==> config.mk <==
export PLATFORM = sky130hd
export DESIGN_NAME = sync_fifo_prog
export DESIGN_NICKNAME = d
export VERILOG_FILES = /design/src/rtl/sync_fifo_prog.sv
export SDC_FILE = /design/constraint.sdc
export NUM_CORES = 1
export LEC_CHECK = 0
export ABC_AREA = 1
export BUFFER_PORTS_ARGS = -buffer_cell sky130_fd_sc_hd__buf_2
export CAP_MARGIN = 30
export CORE_UTILIZATION = 31
export DETAILED_ROUTE_END_ITERATION = 12
export GPL_TIMING_DRIVEN = 0
export HOLD_SLACK_MARGIN = 0.02
export SLEW_MARGIN = 20
export SYNTH_ARGS = -nofsm -noshare
export SYNTH_HDL_FRONTEND = slang
export SYNTH_SLANG_ARGS = --single-unit
==> constraint.sdc <==
create_clock -name clk -period 5.7 [get_ports clk]
set_input_delay 1.14 -clock clk [delete_from_list [all_inputs] [get_ports clk]]
set_output_delay 1.14 -clock clk [all_outputs]
set_load 0.005 [all_outputs]
==> src/rtl/sync_fifo_prog.sv <==
// Single-clock FIFO with arbitrary depth, programmable almost-full/empty thresholds,
// fill level, optional first-word-fall-through, sticky error flags and flush.
module sync_fifo_prog #(
    parameter int BITS      = 32,
    parameter int SIZE      = 16,
    parameter int AF_THRESH = 14,
    parameter int AE_THRESH = 2,
    parameter int FWFT      = 0
) (
    input  logic                      clk,
    input  logic                      rst_n,
    input  logic                      p_flush,
    input  logic                      p_write_en,
    input  logic [BITS-1:0]           p_write_data,
    output logic                      p_write_full,
    output logic                      p_write_almost_full,
    input  logic                      p_read_en,
    output logic [BITS-1:0]           p_read_data,
    output logic                      p_read_empty,
    output logic                      p_read_almost_empty,
    output logic [$clog2(SIZE+1)-1:0] p_level,
    output logic                      p_overflow,
    output logic                      p_underflow,
    input  logic                      p_clear_errors
);

    localparam int AW = (SIZE > 1) ? $clog2(SIZE) : 1;
    localparam int LW = $clog2(SIZE + 1);

    if (SIZE < 2) begin : g_bad_size
        $fatal(1, "sync_fifo_prog: SIZE must be >= 2");
    end
    if ((AF_THRESH < 1) || (AF_THRESH > SIZE)) begin : g_bad_af
        $fatal(1, "sync_fifo_prog: AF_THRESH out of range 1..SIZE");
    end
    if ((AE_THRESH < 0) || (AE_THRESH > SIZE - 1)) begin : g_bad_ae
        $fatal(1, "sync_fifo_prog: AE_THRESH out of range 0..SIZE-1");
    end

    logic [BITS-1:0] r_mem [0:SIZE-1];
    logic [AW-1:0]   r_wr_ptr;
    logic [AW-1:0]   r_rd_ptr;
    logic [LW-1:0]   r_level;
    logic            r_full;
    logic            r_empty;
    logic            r_almost_full;
    logic            r_almost_empty;
    logic            r_overflow;
    logic            r_underflow;

    logic            w_write_acc;
    logic            w_read_acc;
    logic            w_write_do;
    logic            w_read_do;
    logic [AW-1:0]   w_wr_ptr_inc;
    logic [AW-1:0]   w_rd_ptr_inc;
    logic [LW-1:0]   w_level_nxt;

    assign w_write_acc = p_write_en & ~r_full;
    assign w_read_acc  = p_read_en & ~r_empty;
    // Flush overrides any accepted transfer in the same cycle.
    assign w_write_do  = w_write_acc & ~p_flush;
    assign w_read_do   = w_read_acc & ~p_flush;

    assign w_wr_ptr_inc = (r_wr_ptr == AW'(SIZE - 1)) ? AW'(0) : (r_wr_ptr + AW'(1));
    assign w_rd_ptr_inc = (r_rd_ptr == AW'(SIZE - 1)) ? AW'(0) : (r_rd_ptr + AW'(1));

    // Next fill level from the accepted transfers.
    always_comb begin
        w_level_nxt = r_level;
        if (p_flush) begin
            w_level_nxt = LW'(0);
        end else begin
            case ({w_write_do, w_read_do})
                2'b10:   w_level_nxt = r_level + LW'(1);
                2'b01:   w_level_nxt = r_level - LW'(1);
                default: w_level_nxt = r_level;
            endcase
        end
    end

    // Storage array; contents are never reset.
    always_ff @(posedge clk) begin
        if (rst_n && w_write_do) begin
            r_mem[r_wr_ptr] <= p_write_data;
        end
    end

    // Pointers, level and status flags.
    always_ff @(posedge clk) begin
        if (!rst_n) begin
            r_wr_ptr       <= AW'(0);
            r_rd_ptr       <= AW'(0);
            r_level        <= LW'(0);
            r_full         <= 1'b0;
            r_empty        <= 1'b1;
            r_almost_full  <= 1'b0;
            r_almost_empty <= 1'b1;
        end else begin
            if (p_flush) begin
                r_wr_ptr <= AW'(0);
                r_rd_ptr <= AW'(0);
            end else begin
                if (w_write_do) r_wr_ptr <= w_wr_ptr_inc;
                if (w_read_do)  r_rd_ptr <= w_rd_ptr_inc;
            end
            r_level        <= w_level_nxt;
            r_full         <= (w_level_nxt == LW'(SIZE));
            r_empty        <= (w_level_nxt == LW'(0));
            r_almost_full  <= (w_level_nxt >= LW'(AF_THRESH));
            r_almost_empty <= (w_level_nxt <= LW'(AE_THRESH));
        end
    end

    // Sticky error flags; a new error wins over a clear in the same cycle.
    always_ff @(posedge clk) begin
        if (!rst_n) begin
            r_overflow  <= 1'b0;
            r_underflow <= 1'b0;
        end else begin
            if (p_write_en && r_full)  r_overflow <= 1'b1;
            else if (p_clear_errors)   r_overflow <= 1'b0;
            if (p_read_en && r_empty)  r_underflow <= 1'b1;
            else if (p_clear_errors)   r_underflow <= 1'b0;
        end
    end

    if (FWFT != 0) begin : g_fwft
        assign p_read_data = r_empty ? {BITS{1'b0}} : r_mem[r_rd_ptr];
    end else begin : g_reg_read
        logic [BITS-1:0] r_read_data;

        // Registered read port: loads the head on each accepted read.
        always_ff @(posedge clk) begin
            if (!rst_n) begin
                r_read_data <= {BITS{1'b0}};
            end else if (w_read_do) begin
                r_read_data <= r_mem[r_rd_ptr];
            end
        end
        assign p_read_data = r_read_data;
    end

    assign p_write_full        = r_full;
    assign p_write_almost_full = r_almost_full;
    assign p_read_empty        = r_empty;
    assign p_read_almost_empty = r_almost_empty;
    assign p_level             = r_level;
    assign p_overflow          = r_overflow;
    assign p_underflow         = r_underflow;

endmodule

==> results_dict.tcl <==
set metrics [dict create \
    worstPathMaxFanout 11 \
    die_w_um 274.8 \
    ys_seq_area_share_pct 71.09 \
    crit_start "p_flush" \
    max_stage_delay_ns 0.59 \
    synth_nets 1974 \
    cp_slowest_cell "nor3_4" \
    grt_max_degree 21 \
    arrival_ns 4.01 \
    critical_path.endpoint_type "flop" \
    port_buffers 78 \
    root_buffer "clkbuf_16" \
    cts-resized-gates 0 \
    cts_max_level 2 \
    final_layout_size_suffix_gt1_share_pct 13.01 \
    synth_seq_cells 563 \
    maxSlewViolCount 0 \
    fill_cells 6968 \
    grt_antenna_before_repair 2 \
    ant_nets 0 \
    violations "design-rule violations" \
    place_congestion 0.8270 \
    path_cells "buf_2, nor3_4, buf_2, ha_1, nor2_1, nor2_1, ha_1, inv_1, nand2_1, nand2_1, nand2_1, nand2_1, nand2_1, nand2_1, nor2_1, nand2_1, nor2_1" \
    synth_top_family_by_area "compound AO/OA/AOI/OAI gates" \
    yosys.area_share.simple_pct 9.374 \
    final_common_cell "edfxtp_1" \
    setup_viol 0 \
    yosysWarningCount 0 \
    cts_tree "built" \
    synth_area_leaders "edfxtp_1 67%, nand3_1 5.1%, inv_1 5.1%, dfxtp_1 4.4%, o211ai_1 4.2%" \
    post_cts_buffers 0 \
    cp_common_cell "nand2_1" \
    drt_first_pass_iters 10 \
    num_rows 99 \
    synth_mux_area_share_pct 0 \
    wire_per_inst_um 21.32 \
    finClkSkew_ns 0.02459 \
    relSlewSlack_pct 32.67 \
    total_power_mw 8.533 \
    grt_remaining_overflow 0 \
    num-nets-final 2135 \
    worst_slew_pin_slew_ns 1.010 \
    min_period_ns 3.456 \
    setup_slack_ns 2.244 \
    drc 3 \
    synth-adder-area-share_pct 0.4340 \
    grt_pass1_vias 15320 \
    fp.dieH_um 274.8 \
    grt_usage_pct 17.47 \
    maxCapViolations 0 \
    hold_violations 0 \
    rsz0062_at_grt "false" \
    drt-vias-per-instance 4.994 \
    yosysUniqueCellTypes 27 \
    antenna_cells 0 \
    area_delta_synth_final_pct 17.94 \
    yosysTopAreaCellShare_pct 66.66 \
    cts.path.max_buffers 3 \
    dp.cells 2988 \
    critPathRequiredTime_ns 6.25 \
    insertion_delay_ns 0.63 \
    critical_path_class "in2reg" \
    min_from "p_underflow" \
    power_leakage_nw 9.860 \
    final_cell_count_no_fill 3096 \
    pre_cts_ws_ns 1.665 \
    syn_area_um2 23060 \
    synthCells 1928 \
    drt-initial-drc-count 1516 \
    syn_area_per_cell_um2 11.96 \
    fin_tns_setup_ns 0 \
    place_hpwl_um 44930 \
    synth_largest_area_cell "edfxtp_1" \
    via_count 15460 \
    reg2reg_from "p_read_empty" \
    routed_wl_um 66000 \
    max_freq_mhz 289.3 \
    clock-sinks 563 \
    peakVddDrop_uv 209.4 \
    grt_pass1_wl_um 97640 \
    clk_pin_slew_ns 0.06 \
    numCtsBuffers 57 \
    die-area_um2 75490 \
    crit_path_start_kind "input pin" \
    synthXorXnorAreaFrac_pct 0.1139 \
    synth-compound-area-share_pct 11.16 \
    status "finished, violations left" \
    io_pins 81 \
    powerDensity_nw_per_um2 313.7 \
    initial_core_util_pct 31.45 \
    fin_crit_sh_pct 60.63 \
    final_cell_mix "512 x edfxtp_1, 312 x inv_1, 235 x nand3_1" \
    worstHoldPathType "reg2reg" \
    holdBufCountCts 0 \
    coreArea_um2 73330 \
]
[where the power goes]
part           switching (mW)  leakage, nW  internal [mW]  total, mW
clock network            1.53        0.891           2.15       3.68
logic                   0.219         3.95         0.0909      0.310
registers              0.0130         5.02           4.53       4.54
[state kept, by name, summed over array words and instances (netlist names)]
| register | flops |
|---|---|
| p_level | 5 |
| p_overflow | 1 |
| p_read_almost_empty | 1 |
| p_read_data | 32 |
| p_read_empty | 1 |
| p_underflow | 1 |
| p_write_almost_full | 1 |
| p_write_full | 1 |
| r_mem | 512 |
| r_rd_ptr | 4 |
| r_wr_ptr | 4 |
[layout make-up]
class | count | area (um2) | area share, %
sequential | 563 | 16400 | 60.28
multi-input combinational | 933 | 4984 | 18.32
buffer | 119 | 629.4 | 2.314
clock buffer | 100 | 1750 | 6.435
timing repair buffer | 102 | 979.7 | 3.602
tap | 959 | 1200 | 4.411
clock inverter | 7 | 86.33 | 0.3174
inverter | 313 | 1175 | 4.319
[Yosys cell counts]
| cell type | number |
|---|---|
| nand3_2 | 1 |
| xor2_1 | 3 |
| nor3_1 | 2 |
| nand4_1 | 3 |
| edfxtp_1 | 512 |
| clkbuf_1 | 30 |
| nor2_1 | 40 |
| nand2_1 | 203 |
| or2_0 | 1 |
| o21a_1 | 32 |
| clkinv_1 | 1 |
| a21oi_1 | 138 |
| buf_2 | 65 |
| o21ai_0 | 134 |
| o21ai_1 | 1 |
| o211ai_1 | 128 |
| buf_1 | 8 |
| inv_1 | 312 |
| ha_1 | 8 |
| or2_2 | 1 |
| nor4_1 | 1 |
| o21bai_1 | 1 |
| buf_4 | 5 |
| nand3_1 | 235 |
| dfxtp_1 | 51 |
| nor3_4 | 1 |
| buf_6 | 11 |
[final timing paths]
| kind | endpoint | slack, ns | cells past startpoint |
|---|---|---|---|
| min | p_underflow | 0.47 | 2 |
| max reg2reg | p_write_full | 2.61 | 16 |
| min reg2reg | p_underflow | 0.47 | 2 |
| max | p_write_full | 2.24 | 17 |
[cells by family after synthesis]
group           Yosys count
xor+xnor                  3
compound gates          434
flops                   563
fa+ha+maj                 8
buf+inv                 432
simple gates            488
[through the flow]
step	util (%)	hold WS, ns	cell area [um2]
global placement	33.62	0.4483	24650
CTS	37.08	0.4807	27190
global route	37.09	0.4987	27200
detailed placement	34.57	0.4626	25350
floorplan	-	0.4552	23060
finish	37.09	0.4701	27200
[worst max-delay path, delay by kind of cell]
| kind | cells | cell delay (ns) |
|---|---|---|
| and+or+nand+nor | 12 | 1.68 |
| buffers and inverters | 3 | 0.67 |
| adders and majority gates | 2 | 0.53 |
[metal layers]
metal | global-route usage (%) | wire, um | share of wire [%] | vias up
li1 | - | - | - | 7103
met2 | 29.40 | 32010 | 49 | 637
met3 | 3.448 | 5001 | 7.6 | 119
met4 | 5.629 | 1781 | 2.7 | 2
met5 | 0 | 8 | 0.012 | -
met1 | 22.52 | 27200 | 41 | 7601
(Power assumes the default switching activity.)
